**config.mk**
```make
export PLATFORM = sky130hd
export DESIGN_NAME = dmem_mmio
export DESIGN_NICKNAME = d
export VERILOG_FILES = /design/src/rtl/dmem_mmio.sv
export SDC_FILE = /design/constraint.sdc
export NUM_CORES = 2
export LEC_CHECK = 0
export BUFFER_PORTS_ARGS = -buffer_cell sky130_fd_sc_hd__buf_2
export CORE_UTILIZATION = 45
export DETAILED_ROUTE_END_ITERATION = 12
export MAX_ROUTING_LAYER = met4
export PLACE_DENSITY = 0.68
export SYNTH_ARGS = -nofsm -noshare
export SYNTH_HDL_FRONTEND = slang
export SYNTH_HIERARCHICAL = 1
export SYNTH_SLANG_ARGS = --single-unit
```
**constraint.sdc**
```tcl
create_clock -name clk -period 5.2 [get_ports clk]
set_clock_uncertainty 0.15 [all_clocks]
set_input_delay 0.52 -clock clk [delete_from_list [all_inputs] [get_ports clk]]
set_output_delay 0.52 -clock clk [all_outputs]
set_load 0.02 [all_outputs]
```
**src/rtl/dmem_mmio.sv**
```systemverilog
// Data-side memory: word RAM plus MMIO region (cycle counter, console TX FIFO, sticky halt).
// Latency: reads combinational; all state updates on the rising clk edge.
// Backpressure: TX FIFO drains on tx_valid & tx_ready; a push into a full FIFO without a pop is dropped and flagged on tx_drop.

// Generic synchronous FIFO used for the console transmit queue.
// Latency: a pushed entry is visible at the head on the cycle after the push (no bypass).
// Backpressure: push accepted when not full, or when full with a simultaneous pop; pop ignored when empty.
module dmem_mmio_fifo #(
    parameter int WIDTH = 8,
    parameter int DEPTH = 4
) (
    input  logic                       clk,
    input  logic                       reset,
    input  logic                       push_vld,
    input  logic [WIDTH-1:0]           push_dat,
    input  logic                       pop_vld,
    output logic [WIDTH-1:0]           head_dat,
    output logic [$clog2(DEPTH):0]     count,
    output logic                       full,
    output logic                       empty,
    output logic                       push_ok
);
    localparam int AW = $clog2(DEPTH);
    localparam int CW = AW + 1;
    localparam logic [AW-1:0] PTR_ONE  = AW'(1);
    localparam logic [CW-1:0] CNT_ONE  = CW'(1);
    localparam logic [CW-1:0] CNT_FULL = CW'(DEPTH);

    logic [WIDTH-1:0] mem [DEPTH];
    logic [AW-1:0]    wr_ptr;
    logic [AW-1:0]    rd_ptr;
    logic             pop_ok;

    assign full     = (count == CNT_FULL);
    assign empty    = (count == '0);
    // A full FIFO still takes a push when the head leaves in the same cycle:
    // the write lands in the slot being vacated by the pop.
    assign push_ok  = push_vld & (~full | pop_vld);
    assign pop_ok   = pop_vld & ~empty;
    assign head_dat = mem[rd_ptr];

    // Storage write; contents need no reset since count gates visibility.
    always_ff @(posedge clk) begin
        if (push_ok) begin
            mem[wr_ptr] <= push_dat;
        end
    end

    // Pointers and occupancy; power-of-2 depth lets pointers wrap naturally.
    always_ff @(posedge clk or posedge reset) begin
        if (reset) begin
            wr_ptr <= '0;
            rd_ptr <= '0;
            count  <= '0;
        end else begin
            if (push_ok) begin
                wr_ptr <= wr_ptr + PTR_ONE;
            end
            if (pop_ok) begin
                rd_ptr <= rd_ptr + PTR_ONE;
            end
            case ({push_ok, pop_ok})
                2'b10:   count <= count + CNT_ONE;
                2'b01:   count <= count - CNT_ONE;
                default: count <= count;
            endcase
        end
    end
endmodule

// Data-port memory subsystem for the single-cycle core: RAM below 0x8000_0000, MMIO above.
// Latency: rd is combinational from a; writes, counter, FIFO and halt update on the rising edge.
// Backpressure: none toward the core; console bytes queue in the TX FIFO and overflow is reported on tx_drop.
module dmem_mmio #(
    parameter int DEPTH      = 64,
    parameter int FIFO_DEPTH = 4
) (
    input  logic        clk,
    input  logic        reset,
    input  logic        we,
    input  logic [31:0] a,
    input  logic [31:0] wd,
    output logic [31:0] rd,
    output logic        tx_valid,
    output logic [7:0]  tx_data,
    input  logic        tx_ready,
    output logic        tx_drop,
    output logic        halt,
    output logic [31:0] halt_code
);
    localparam int IW = $clog2(DEPTH);
    localparam int CW = $clog2(FIFO_DEPTH) + 1;

    localparam logic [2:0] OFF_TX     = 3'd0;
    localparam logic [2:0] OFF_STATUS = 3'd1;
    localparam logic [2:0] OFF_CYCLE  = 3'd2;
    localparam logic [2:0] OFF_HALT   = 3'd4;

    logic [31:0]   ram [DEPTH];
    logic [IW-1:0] ram_idx;
    logic          sel_mmio;
    logic [2:0]    mmio_off;
    logic          ram_we;
    logic          tx_push;
    logic          tx_pop;
    logic          cycle_wr;
    logic          halt_wr;
    logic [31:0]   cycle_cnt;
    logic [CW-1:0] fifo_count;
    logic          fifo_full;
    logic          fifo_empty;
    logic          fifo_push_ok;
    logic [7:0]    status_cnt;
    logic [31:0]   status_word;
    logic          unused_addr_bits;

    // Address decode: a[31] splits RAM from MMIO; RAM aliases modulo DEPTH.
    assign sel_mmio = a[31];
    assign mmio_off = a[4:2];
    assign ram_idx  = a[IW+1:2];

    // Byte-lane bits and the MMIO don't-care range have no function here.
    assign unused_addr_bits = ^{a[30:5], a[1:0]};

    assign ram_we   = we & ~sel_mmio;
    assign tx_push  = we & sel_mmio & (mmio_off == OFF_TX);
    assign cycle_wr = we & sel_mmio & (mmio_off == OFF_CYCLE);
    assign halt_wr  = we & sel_mmio & (mmio_off == OFF_HALT);

    assign tx_valid = ~fifo_empty;
    assign tx_pop   = tx_valid & tx_ready;

    dmem_mmio_fifo #(
        .WIDTH (8),
        .DEPTH (FIFO_DEPTH)
    ) u_tx_fifo (
        .clk      (clk),
        .reset    (reset),
        .push_vld (tx_push),
        .push_dat (wd[7:0]),
        .pop_vld  (tx_pop),
        .head_dat (tx_data),
        .count    (fifo_count),
        .full     (fifo_full),
        .empty    (fifo_empty),
        .push_ok  (fifo_push_ok)
    );

    assign status_cnt  = 8'(fifo_count);
    assign status_word = {16'h0000, status_cnt, 5'b00000, halt, fifo_full, fifo_empty};

    // Word RAM write; contents survive reset, read-during-write sees the old word.
    always_ff @(posedge clk) begin
        if (ram_we) begin
            ram[ram_idx] <= wd;
        end
    end

    // Free-running cycle counter; a core write overrides the increment.
    always_ff @(posedge clk or posedge reset) begin
        if (reset) begin
            cycle_cnt <= '0;
        end else if (cycle_wr) begin
            cycle_cnt <= wd;
        end else begin
            cycle_cnt <= cycle_cnt + 32'd1;
        end
    end

    // Sticky halt: only the first write after reset is captured.
    always_ff @(posedge clk or posedge reset) begin
        if (reset) begin
            halt      <= 1'b0;
            halt_code <= '0;
        end else if (halt_wr && !halt) begin
            halt      <= 1'b1;
            halt_code <= wd;
        end
    end

    // Overflow flag: one cycle after a push that the full FIFO could not take.
    always_ff @(posedge clk or posedge reset) begin
        if (reset) begin
            tx_drop <= 1'b0;
        end else begin
            tx_drop <= tx_push & ~fifo_push_ok;
        end
    end

    // Combinational read mux for RAM and MMIO registers.
    always_comb begin
        rd = 32'h0;
        if (!sel_mmio) begin
            rd = ram[ram_idx];
        end else begin
            case (mmio_off)
                OFF_STATUS: rd = status_word;
                OFF_CYCLE:  rd = cycle_cnt;
                OFF_HALT:   rd = halt_code;
                default:    rd = 32'h0;
            endcase
        end
    end
endmodule

```
==> flow_summary.rst <==
.. list-table::
   :header-rows: 1

   * - Metric
     - Value
   * - Setup crit end kind
     - output pin
   * - Worst Min Path Start
     - a[31]
   * - Post-Route WL
     - 231000 um
   * - Vias in the first global route
     - about 42000
   * - Portion of the post-synthesis area used by sequential elements
     - 0.770
   * - Path class of the lowest-slack min-delay path
     - input pin to flip-flop
   * - Hold-fix buffer count after cts
     - 3
   * - Number of stages on the worst hold path
     - 2
   * - Clock Sink Count
     - 2153
   * - Footprint of the flip-flops and latches
     - 64300 um^2
   * - Setup violations, final
     - 0
   * - Violation count after the first detailed-route iteration
     - between 6000 and 7000
   * - Critical Path AT
     - 4.23 ns
   * - Worst-Margin Slew
     - 1.33 ns
   * - Cell type contributing the most total cell area after synthesis
     - edfxtp_1
   * - Wirelength per Cell
     - around 34 um
   * - Area of the multi-input gates
     - 18500 um^2
   * - Unrepaired setup endpoints after global routing
     - false
   * - Width of the chip
     - 433 um
   * - Number of flops mapped to enable cells by yosys
     - 2080
   * - Dpl ws
     - 0.133 ns
   * - Post-cts resize count
     - 0
   * - CTS clock-pin slew for the worst setup and hold paths
     - 0.06 ns
   * - Library cells used by synthesis
     - 68
   * - Overall global routing resource usage
     - 0.255
   * - Count of non-filler cells in the finished layout
     - 6873
   * - Crit path from
     - a[3]
   * - Most common library cells after synthesis
     - edfxtp_1 (2080), mux4_2 (504), nor2_1 (163)
   * - Placed insts
     - 6497
   * - Post-Syn Area
     - around 83000 um^2
   * - Final Critical Period
     - 4.90 ns
   * - Half-perimeter wire length after placement
     - 135000 um
   * - Pwr dens
     - 381 nW/um^2
   * - Critical path startpoint category
     - input pin
   * - Global-route wire length before repair
     - 323000 um
   * - Main area contributors after synthesis
     - edfxtp_1 (75%), mux4_2 (14%), dfrtp_1 (2.2%)
   * - Area of the die
     - 187000 um^2
   * - Post-Synthesis Cells
     - 3859
   * - Die height
     - 433 um
   * - Destination of the worst register-to-register timing path
     - u_tx_fifo/count[2]$_DFFE_PP0P_
   * - Clock Tree Root
     - clkbuf_16
   * - Cell-by-cell trace of the critical path
     - buf_8 -> buf_12 -> buf_4 -> buf_4 -> mux4_2 -> a22oi_1 -> nand2_1 -> a22oi_1 -> o211ai_1 -> buf_2
   * - Predominant post-synthesis flop cell
     - edfxtp_1
   * - Average footprint of a synthesized cell
     - approximately 22 um^2
   * - Proportion of netlist area held by the largest area contributor
     - 0.749
   * - Highest clock rate
     - 204 MHz
   * - Worst setup slack after layout
     - 0.301 ns
   * - Worst Path Class, Setup
     - input pin to output pin
   * - Largest stage delay, worst path
     - 0.67 ns
   * - Core ar.
     - 184000 um^2
   * - CP max stage cell
     - a22oi_1
   * - Number of pins with negative max-slew slack in the final report
     - 0
   * - I/O pin cnt
     - approximately 140
   * - Clock buffer count from CTS
     - 204
   * - Proportion of register bits with asynchronous set or reset after synthesis
     - 0.0339
   * - Max-cap violations
     - 0
   * - Area added between synthesis and finish
     - 14.4%
   * - Nets in the synthesized netlist
     - 3934
   * - Hold-critical path endpoint
     - halt$_DFFE_PP0P_
   * - Beginning of the worst register-to-register path
     - u_tx_fifo/count[0]$_DFFE_PP0P_
   * - Crit path max fanout
     - 67
   * - Pre-Repair DR Iteration Count
     - 5
   * - Worst-skew pair later-pin latency
     - roughly 0.85 ns
   * - R2R depth
     - 11
   * - Standby leakage power
     - 30.3 nW
   * - Total via count after detailed routing
     - 43000
   * - Final-stage net count
     - approximately 4300
   * - Hold Worst Slack
     - 0.0537 ns
   * - Worst relative slew slack
     - 0.114
   * - Number of routed nets with antenna violations
     - 0
   * - Post-detailed-route DRC marker count
     - 0
   * - Number of antenna violations at the first check in global routing
     - 11
   * - Most numerous cell in the Yosys netlist
     - edfxtp_1
   * - Register-to-register setup slack
     - 2.35 ns
   * - TritonCTS clock tree
     - built
   * - Dpl cell area
     - 89100 um^2
   * - Total gr overflow
     - 0
   * - Final Total Pwr
     - 36.4 mW
   * - Number of levels in the clock H-tree
     - 4
   * - IO buf count
     - 117
   * - Run status
     - finished, final reports clean
   * - Fraction of final layout cells sized beyond drive strength 1
     - 0.282
   * - Final design area excluding fillers
     - 95500 um^2
   * - Filler cell count in the final layout
     - 14000
   * - Final worst path period share
     - 0.942
   * - Yosys warns
     - 6
   * - Post-CTS setup repair buffer count
     - 0
   * - Std cell rows
     - 157
   * - Worst VDD drop
     - 330 uV
   * - Initial Utilization
     - 0.454
   * - Total negative slack
     - 0 ns
   * - Final count of hold timing violations
     - 0
   * - Average vias per placed instance
     - 6.26
   * - Buffer levels on the longest clock path
     - 3
   * - Fraction of the core area covered by cells at the end of the flow
     - 0.520
   * - GPL Wtd Cong
     - 0.881
   * - Yosys reg bits
     - approximately 2200
   * - Maximum number of pins on one net before global-route repair
     - between 70 and 80
   * - CP required
     - 4.53 ns
[power breakdown]
part	switching, mW	internal [mW]
clock	6.35	7.86
combinational	1.62	0.977
sequential	0.283	19.3
total	8.26	28.1
[placed cells by master, fill, tap and decap left out, types with 21 or more instances in the layout]
| cell type | synthesis | final |
|---|---|---|
| a221oi_1 | 24 | 24 |
| nor2_4 | 0 | 64 |
| buf_2 | 100 | 112 |
| clkinv_1 | 1 | 53 |
| clkinv_2 | 0 | 26 |
| mux2_1 | 30 | 30 |
| o22ai_1 | 25 | 25 |
| a22oi_1 | 111 | 111 |
| mux4_2 | 504 | 504 |
| nand2_1 | 84 | 84 |
| buf_12 | 0 | 42 |
| clkbuf_1 | 45 | 50 |
| xor2_1 | 21 | 21 |
| dfrtp_1 | 73 | 73 |
| clkbuf_16 | 0 | 205 |
| edfxtp_1 | 2080 | 2080 |
| nand3_1 | 50 | 49 |
| nor2_1 | 163 | 97 |
| buf_4 | 41 | 221 |
| o21ai_0 | 35 | 35 |
| a21oi_1 | 56 | 56 |
| mux2i_1 | 152 | 152 |
[routing by layer]
metal	GRT usage	routed length, um	part of all wire	vias up
met2	0.400	112000	0.49	2686
met5	-	0	0	-
met3	0.0395	22200	0.096	396
li1	-	-	-	17000
met1	0.336	86200	0.37	22900
met4	0.102	10000	0.044	0
[registers in the layout, summed over array words and instances, names as in the netlist]
signal,count
cycle_cnt,32
halt,1
halt_code,32
ram,2048
tx_drop,1
u_tx_fifo/count,3
u_tx_fifo/mem,32
u_tx_fifo/rd_ptr,2
u_tx_fifo/wr_ptr,2
[worst max path at each step]
stage / to / slack (ns) / cells past startpoint
2_1_floorplan: ram[10][0]$_DFFE_PP_ / 1.28 / 8
3_3_place_gp: rd[22] / 0.20 / 10
3_5_place_dp: rd[22] / 0.13 / 10
4_1_cts: rd[22] / 0.15 / 10
5_1_grt: rd[22] / 0.24 / 10
6_report: rd[22] / 0.30 / 10
[area by class of cell]
cell class / instances / share of cell area
inverter: 16 / 0.000629
tap: 2464 / 0.0323
antenna: 5 / 0.000131
clock inverter: 105 / 0.00975
clock buffer: 263 / 0.0569
sequential: 2153 / 0.673
multi-input combinational: 1485 / 0.194
timing repair buffer: 382 / 0.0330
[worst max-delay path: cells and delay by family]
kind	cells	cell delay (ns)
AO/OA/AOI/OAI	3	1.50
AND/OR/NAND/NOR	1	0.11
multiplexers	1	0.31
buffers and inverters	5	1.70
[kinds of logic after synthesis]
kind of cell,Yosys count,synth area share
flops,2153,0.770
buf+inv,221,0.0139
xor+xnor,35,0.00367
simple gates,403,0.0225
fa+ha+maj,7,0.00114
mux,696,0.160
compound gates,344,0.0287
Power figures use the tool's default switching activity.
